`config.mk`:
```
export PLATFORM = sky130hd
export DESIGN_NAME = row_readout_ctrl
export DESIGN_NICKNAME = d
export VERILOG_FILES = /design/src/rtl/row_readout_ctrl_pkg.sv /design/src/rtl/row_readout_ctrl_decoder.sv /design/src/rtl/row_readout_ctrl.sv
export SDC_FILE = /design/constraint.sdc
export NUM_CORES = 1
export LEC_CHECK = 0
export BUFFER_PORTS_ARGS = -buffer_cell sky130_fd_sc_hd__buf_2
export CELL_PAD_IN_SITES_DETAIL_PLACEMENT = 0
export CELL_PAD_IN_SITES_GLOBAL_PLACEMENT = 1
export CORE_MARGIN = 10
export CORE_UTILIZATION = 30
export CTS_CLUSTER_DIAMETER = 120
export DETAILED_ROUTE_END_ITERATION = 10
export PLACE_DENSITY_LB_ADDON = 0.1
export SLEW_MARGIN = 20
export SYNTH_ARGS = -nofsm -noshare
export SYNTH_HDL_FRONTEND = slang
export SYNTH_SLANG_ARGS = --single-unit
```
`constraint.sdc`:
```
create_clock -name clk -period 1.8 [get_ports clk]
set_clock_uncertainty 0.15 [all_clocks]
set_input_delay 0 -clock clk [delete_from_list [all_inputs] [get_ports clk]]
set_output_delay 0 -clock clk [all_outputs]
set_load 0.02 [all_outputs]
```
`src/rtl/row_readout_ctrl_pkg.sv`:
```
// Shared configuration for the pixel-array row readout path.
// Holds the default array geometry, the read latency, the readout FSM
// state type and a small width helper used by the readout modules.
package PixelSensorConfig;

    localparam int PIXEL_ARRAY_WIDTH  = 4;
    localparam int PIXEL_ARRAY_HEIGHT = 4;
    localparam int PIXEL_BITS         = 8;
    localparam int READ_LATENCY       = 2;

    typedef enum logic [2:0] {
        IDLE     = 3'd0,
        SELECT   = 3'd1,
        WAIT_BUF = 3'd2,
        LOAD     = 3'd3,
        DONE     = 3'd4
    } readout_state_t;

    // Width of an index counting 0..n-1; never less than one bit.
    function automatic int idx_width(input int n);
        return (n > 1) ? $clog2(n) : 1;
    endfunction

endpackage

```
`src/rtl/row_readout_ctrl_decoder.sv`:
```
// Row select decoder: turns the current row number into the one-hot
// row enable for the pixel array. All rows are released when the
// enable is low.
module row_select_decoder #(
    parameter int HEIGHT = 4,
    parameter int IDX_W  = 2
) (
    input  logic [IDX_W-1:0]  row_index,
    input  logic              enable,
    output logic [HEIGHT-1:0] row_select
);

    // One-hot decode gated by the enable.
    always_comb begin
        row_select = '0;
        for (int i = 0; i < HEIGHT; i++) begin
            row_select[i] = enable && (row_index == IDX_W'(i));
        end
    end

endmodule

```
`src/rtl/row_readout_ctrl.sv`:
```
// Row readout controller: walks the pixel array one row at a time,
// waits the array read latency, then hands each row to the output
// buffer with a one-cycle load strobe, and pulses frame_done at the end.
// Optional build macro READOUT_TEST_PATTERN_EN replaces the captured
// pixel data with a row/column ramp so the downstream path can be
// exercised without a live sensor.
module row_readout_ctrl #(
    parameter int PIXEL_ARRAY_WIDTH  = PixelSensorConfig::PIXEL_ARRAY_WIDTH,
    parameter int PIXEL_ARRAY_HEIGHT = PixelSensorConfig::PIXEL_ARRAY_HEIGHT,
    parameter int PIXEL_BITS         = PixelSensorConfig::PIXEL_BITS,
    parameter int READ_LATENCY       = PixelSensorConfig::READ_LATENCY
) (
    input  logic                                        clk,
    input  logic                                        rst_n,
    input  logic                                        start,
    input  logic [PIXEL_ARRAY_WIDTH*PIXEL_BITS-1:0]     pixel_data,
    input  logic                                        buffer_ready,
    output logic [PIXEL_ARRAY_HEIGHT-1:0]               row_select,
    output logic [PixelSensorConfig::idx_width(PIXEL_ARRAY_HEIGHT)-1:0] row_index,
    output logic [PIXEL_ARRAY_WIDTH*PIXEL_BITS-1:0]     data_out,
    output logic                                        set_buffer,
    output logic                                        busy,
    output logic                                        frame_done
);

    import PixelSensorConfig::*;

    localparam int IDX_W    = idx_width(PIXEL_ARRAY_HEIGHT);
    localparam int CNT_W    = idx_width(READ_LATENCY);
    localparam int ROW_BITS = PIXEL_ARRAY_WIDTH * PIXEL_BITS;

    localparam logic [IDX_W-1:0] LAST_ROW = IDX_W'(PIXEL_ARRAY_HEIGHT - 1);
    localparam logic [CNT_W-1:0] LAST_CNT = CNT_W'(READ_LATENCY - 1);

    readout_state_t      state;
    readout_state_t      state_nxt;
    logic [CNT_W-1:0]    lat_cnt;
    logic                sel_en;
    logic                frame_start;
    logic                capture;
    logic                row_advance;
    logic [ROW_BITS-1:0] capture_data;

    // State register.
    // NOTE: sequential state uses non-blocking assignments so every
    // register samples the pre-edge values regardless of block order.
    always_ff @(posedge clk or negedge rst_n) begin
        if (!rst_n) begin
            state <= IDLE;
        end else begin
            state <= state_nxt;
        end
    end

    // Next-state logic and Moore outputs decoded from the current state.
    // NOTE: every signal gets a default first so no path leaves it
    // unassigned, which would otherwise infer a latch.
    always_comb begin
        state_nxt   = state;
        sel_en      = 1'b0;
        set_buffer  = 1'b0;
        busy        = 1'b1;
        frame_done  = 1'b0;
        frame_start = 1'b0;
        capture     = 1'b0;
        row_advance = 1'b0;
        case (state)
            IDLE: begin
                busy = 1'b0;
                if (start) begin
                    frame_start = 1'b1;
                    state_nxt   = SELECT;
                end
            end
            SELECT: begin
                sel_en = 1'b1;
                if (lat_cnt == LAST_CNT) begin
                    state_nxt = WAIT_BUF;
                end
            end
            WAIT_BUF: begin
                sel_en = 1'b1;
                if (buffer_ready) begin
                    capture   = 1'b1;
                    state_nxt = LOAD;
                end
            end
            LOAD: begin
                set_buffer = 1'b1;
                if (row_index < LAST_ROW) begin
                    row_advance = 1'b1;
                    state_nxt   = SELECT;
                end else begin
                    state_nxt = DONE;
                end
            end
            DONE: begin
                frame_done = 1'b1;
                state_nxt  = IDLE;
            end
            default: begin
                state_nxt = IDLE;
            end
        endcase
    end

    // Row number and read-latency counter; row_index keeps the last row
    // after a frame until the next start clears it.
    always_ff @(posedge clk or negedge rst_n) begin
        if (!rst_n) begin
            row_index <= '0;
            lat_cnt   <= '0;
        end else begin
            if (frame_start) begin
                row_index <= '0;
                lat_cnt   <= '0;
            end else if (row_advance) begin
                row_index <= row_index + 1'b1;
                lat_cnt   <= '0;
            end else if (state == SELECT && lat_cnt != LAST_CNT) begin
                lat_cnt <= lat_cnt + 1'b1;
            end
        end
    end

    // Row capture register; only loads on the WAIT_BUF to LOAD step so
    // the buffer sees stable data for the whole strobe cycle.
    // NOTE: this wide register is reset explicitly because the buffer
    // side must observe all-zero data while the block is held in reset.
    always_ff @(posedge clk or negedge rst_n) begin
        if (!rst_n) begin
            data_out <= '0;
        end else if (capture) begin
            data_out <= capture_data;
        end
    end

`ifdef READOUT_TEST_PATTERN_EN
    // Live pixel data is not used when the ramp pattern is selected.
    logic unused_pixel_data;
    assign unused_pixel_data = ^pixel_data;

    // Ramp pattern: pixel i of row r carries (i + r) modulo 2^PIXEL_BITS.
    always_comb begin
        capture_data = '0;
        for (int i = 0; i < PIXEL_ARRAY_WIDTH; i++) begin
            capture_data[i*PIXEL_BITS +: PIXEL_BITS] =
                PIXEL_BITS'(i + int'(row_index));
        end
    end
`else
    assign capture_data = pixel_data;
`endif

    row_select_decoder #(
        .HEIGHT (PIXEL_ARRAY_HEIGHT),
        .IDX_W  (IDX_W)
    ) u_row_select_decoder (
        .row_index  (row_index),
        .enable     (sel_en),
        .row_select (row_select)
    );

endmodule

```
== After elaboration in Yosys (flattened, before gate mapping) ==
Index checks and enable logic that the tools add are counted.
Cells by class
  add/sub/neg operators: 2
  multiply operators: 0
  divide/modulo/power cells: 0
  magnitude comparators: 1
  equality and inequality tests: 10
  shift operators: 0
  mux-type cells: 20
  bitwise logic cells: 1
  reductions and logical operators: 11
Operators with widths (number)
  $mux 1: 13
  $mux 3: 4
  $pmux 3 s4: 1
  $eq 3x2->1 const B: 2
  $ne 2x2->1 const B: 3
  $logic_and 1x1->1: 5
  $eq 2x2->1 const B: 2
  $mux 2: 2
  $eq 3x1->1 const B: 1
  $eq 3x3->1 const B: 1
  $logic_not 3->1: 1
  $reduce_and 3->1: 1
  $reduce_bool 3->1: 1
  $add 2x1->2 const B: 1
  $eq 2x1->1 const B: 1
  $logic_not 2->1: 1
  $lt 2x2->1 const B: 1
  $reduce_bool 2->1: 1
  $reduce_or 2->1: 1
  $add 1x1->1 const B: 1
  $not 1->1: 1
Storage, ports and cells
  register bits after elaboration: 38
  latch bits: 0
  RAM bits: 0
  bits in read-only memories: 0
  bits of input ports: 36
  output and inout port bits: 41
  logic and storage cells: 49
  memories: 0

== Longest topological paths before layout ==
  depth in word-level cells: 5
  depth in mapped cells: 4
  gate-level depth less buffers: 4

== Hierarchy ==
Synthesis repeated with hierarchy kept, for this count alone.
Unflattened totals
  cell total of the unflattened synthesis: 110
  area, all modules: 1602.8 µm²
Modules (own cells, without submodules)
  row_readout_ctrl: instances 1, cells an instance 106, area each 1565.3 µm², seq. area each 950.9 µm²
  row_select_decoder: instances 1, cells an instance 4, area each 37.5 µm², seq. area each 0.0 µm²

== Least setup slack after synthesis ==
OpenSTA, ideal clock, no wires.
  kind: register to register
  from: reg state[0]
  to: reg data_out[0]
  library setup time: 0.125 ns
  arrival time: 1.311 ns
  required time: 1.525 ns
  path slack: 0.214 ns
  stages on the path, launching flop included: 5
  path buffers: 1
  clock period less this slack: 1.586 ns
  path through: dfrtp_1 > nand2b_4 > nor3b_4 > buf_6 > mux2_2
Between the ends
  longest elaborated chain between the ends: 2
Ends and longest elaborated chain
  start: declaration: line row_readout_ctrl.sv:35  | readout_state_t state;
  start signal: assignment: line row_readout_ctrl.sv:51  | state <= state_nxt;
  $eq 3x2->1: line row_readout_ctrl.sv:67  | case (state)
  $mux 1: line row_readout_ctrl.sv:67
  end signal: assignment: line row_readout_ctrl.sv:134  | data_out <= capture_data;
  end: declaration: line row_readout_ctrl.sv:20  | output logic [PIXEL_ARRAY_WIDTH*PIXEL_BITS-1:0] data_out,
No other way between the ends.
A chain may end at the register's enable or synchronous reset.

== Final worst setup path ==
  from: reg state[1]
  to: out row_select[2]
Between the ends
  longest elaborated chain between the ends: 4
  elaborated cells between the ends (all ways): 5
  those cells by class: 2 x eq/ne; 1 x mux; 2 x reduce/logical
Ends and longest elaborated chain
  $eq 3x1->1 / $eq 3x2->1 (equally long branches): line row_readout_ctrl.sv:67
  $reduce_or 2->1 (no source line) *
  $mux 1 *: line row_readout_ctrl.sv:67
  $logic_and 1x1->1 *: line row_readout_ctrl_decoder.sv:17  | row_select[i] = enable && (row_index == IDX_W'(i));
  end: declaration: line row_readout_ctrl.sv:18  | output logic [PIXEL_ARRAY_HEIGHT-1:0] row_select,
Every way passes the cells marked *; elsewhere a longest branch is shown, timed or not.

==> metrics.log <==
[metrics] endpoint arrival time on the critical path: 1540 ps
[metrics] GRT Residual Overflow: 0
[metrics] total clock sinks: 38
[metrics] area fraction in compound gates after synthesis: 3.46%
[metrics] launching element type of the critical path: flip-flop
[metrics] synth top area cells: sky130_fd_sc_hd__dfrtp_1 (58%), sky130_fd_sc_hd__mux2_2 (23%), sky130_fd_sc_hd__ha_1 (3.1%)
[metrics] proportion of synthesized chip area in sequential cells: 58.5%
[metrics] area growth from synthesis to final layout: 56.3%
[metrics] post-route DRC violation count: 0
[metrics] Wirelength per Cell: 14.5 um
[metrics] final RePlAce weighted congestion: 0.714
[metrics] total vias in the final route: 1252
[metrics] post-synth net total: 151
[metrics] clock transition at the registers of the reported paths: 70 ps
[metrics] initial antenna violation count: 0
[metrics] simple-gate portion of the synthesized area: 7.38%
[metrics] highest attainable clock frequency: 593 MHz
[metrics] Post-Route Utilization: 49.2%
[metrics] first-iteration detailed-routing DRC count: 22
[metrics] starting density of the core: 31.4%
[metrics] drt pass-1 iters: 4
[metrics] cell area after synthesis: 1630 sq um
[metrics] HP Class: in2async
[metrics] count of yosys warnings during synthesis: 0
[metrics] boundary pin count: 77
[metrics] number of H-tree levels: 2
[metrics] vias per cell: 4.20
[metrics] Port Buffers: 76
[metrics] most instantiated flip-flop cell in the synthesis netlist: sky130_fd_sc_hd__dfrtp_1
[metrics] commonest non-fill, non-tap cell in the layout: sky130_fd_sc_hd__buf_2
[metrics] site row count: 26
[metrics] startpoint-to-endpoint class of the critical path: reg2out
[metrics] maximum vdd ir drop: 0.682 mV
[metrics] most area-hungry cell type in the Yosys netlist: sky130_fd_sc_hd__dfrtp_1
[metrics] area inside the core boundary: 5170 sq um
[metrics] maximum number of pins on one net before global-route repair: 39
[metrics] count of mapped cells out of synthesis: 111
[metrics] Post-Syn Area per Cell: 14.7 sq um
[metrics] unrepaired setup endpoints after global routing: no
[metrics] summed negative setup slack over all endpoints: 0 ps
[metrics] slew at the pin closest to its max-slew limit: 840 ps
[metrics] result of the run: complete, no violations
[metrics] share of layout cells above drive strength 1: 54.4%
[metrics] wire length of the first global-routing pass: 7.00 mm
[metrics] final setup fails: 0
[metrics] post-synthesis sequential element count: 38
[metrics] final critical-path required period: 1690 ps
[metrics] EDFF count, synth: 0
[metrics] number of nets still failing antenna checks after routing: 0
[metrics] fraction of synthesized area in multiplexers: 23.5%
[metrics] area share of fa/ha/maj cells after synthesis: 3.08%
[metrics] die span in y: 93.6 um
[metrics] CTS tree: yes
[metrics] max-cap violation count: 0
[metrics] die area: 8770 sq um
[metrics] Skew-Pair Late Insertion Delay: 280 ps
[metrics] worst max-slew margin expressed relative to the limit: 44.0%
[metrics] leak pwr: 0.00123 uW
[metrics] total area of multi-input combinational cells: 628 sq um
[metrics] XOR/XNOR share of the synthesized area: 0.538%
[metrics] final critical-path share of the clock period: 93.6%
[metrics] combinational family with the most area after synthesis: multiplexers
[metrics] routed wire length: 4.31 mm
[metrics] count of pins over their slew limit: 0
[metrics] CTS buffer count: 5
[metrics] combined flip-flop and latch cell area: 951 sq um
[metrics] async set or reset register ratio after synthesis: 100%
[metrics] area share of the leading cell type in the synthesized netlist: 58.5%
[metrics] horizontal extent of the die: 93.6 um
[metrics] top library cells by usage in the layout, fill and taps aside: sky130_fd_sc_hd__buf_2 (76), sky130_fd_sc_hd__dfrtp_1 (38), sky130_fd_sc_hd__dlygate4sd3_1 (35), sky130_fd_sc_hd__mux2_2 (33), sky130_fd_sc_hd__clkbuf_8 (6)
[metrics] critical path required time: 1650 ps
[metrics] total global routing track utilization: 9.89%
[metrics] Final Hold Violating Endpoints: 0
[metrics] fill cell instance count of the final layout: 458
[metrics] Clock Root Buffer: sky130_fd_sc_hd__clkbuf_8
[metrics] number of buffers on the longest clock path: 2
[metrics] maximum fanout encountered on the critical timing path: 10
[metrics] Inserted Diodes: 0
[metrics] final net count: 267
[metrics] Cell Pwr Density: 1630 nW/um^2
[metrics] via count of the first global-routing pass: 1410
[metrics] Cell variety after synth: 25
[metrics] HPWL Detailed: 3.11 mm
[metrics] endpoint type of the worst setup path: output pin
[power by group]
group	total (uW)	switching, uW	internal (uW)
sequential	1490	218	1270
clock	587	279	309
combinational	2060	1140	913
[synthesized netlist by cell type, types with 2 or more instances]
master                     instances
sky130_fd_sc_hd__a211oi_1          2
sky130_fd_sc_hd__a21oi_1           4
sky130_fd_sc_hd__and2_1            5
sky130_fd_sc_hd__buf_2             2
sky130_fd_sc_hd__buf_6             3
sky130_fd_sc_hd__dfrtp_1          38
sky130_fd_sc_hd__ha_1              4
sky130_fd_sc_hd__inv_1             3
sky130_fd_sc_hd__mux2_2           33
sky130_fd_sc_hd__nand2_1           2
[through the flow]
step	setup slack, ps	hold WS [ps]	area, sq um	total power, uW	std cells
2_1_floorplan	214	-446	1630	2810	111
3_3_place_gp	208	-8.90	2090	3480	255
3_5_place_dp	175	4.81	2090	3530	255
4_1_cts	53.5	239	2530	4200	298
5_1_grt	14.7	312	2540	4450	298
6_report	115	213	2540	4130	298
[what timing repair did]
item | CTS | global route
resized for setup | 1 | 1
buffers inserted | 0 | 0
hold buffers | 35 | 0
endpoints found under the setup margin | 4 | 4
endpoints found under the hold margin | 73 | 0
[final cells by class]
class | count | area share (%)
inverters | 3 | 0.443
clock inverters | 1 | 0.197
repair buffers | 115 | 30.4
multi-input cells | 64 | 24.7
clock buffers | 7 | 3.40
well taps | 70 | 3.44
flip-flops and latches | 38 | 37.4
[layer usage]
metal / wire length, um / global-route usage [%]
met1: 1650 / 10.2
met2: 2170 / 17.2
met3: 437 / 4.72
met4: 53 / 3.42
met5: 0 / 0
[final timing paths]
check	depth (start not counted)	slack, ps	from	to
min in group clk	3	300	start	row_index[0]
max in group asynchronous	2	760	rst_n	data_out[5]
worst min register to register	1	350	data_out[21]	data_out[21]
worst min-delay path	2	210	rst_n	data_out[29]
worst max-delay path	5	110	state[1]	row_select[2]
worst max register to register	4	150	state[0]	data_out[12]
[cell families after synthesis]
group | after synthesis
fa+ha+maj | 4
simple gates | 16
xor+xnor | 1
mux | 34
buf+inv | 9
flops | 38
compound gates | 9
[worst max-delay path, stage by stage, from the launching register on]
cell	delay, ps
sky130_fd_sc_hd__dfrtp_1	410
sky130_fd_sc_hd__buf_4	180
sky130_fd_sc_hd__nand2b_1	180
sky130_fd_sc_hd__a21oi_4	170
sky130_fd_sc_hd__and2_1	150
sky130_fd_sc_hd__buf_2	160
[registers in the layout, summed over array words and instances, names as in the netlist]
signal / cells
data_out: 32
lat_cnt: 1
row_index: 2
state: 3
Note: power is estimated with default switching activity, not from simulation.
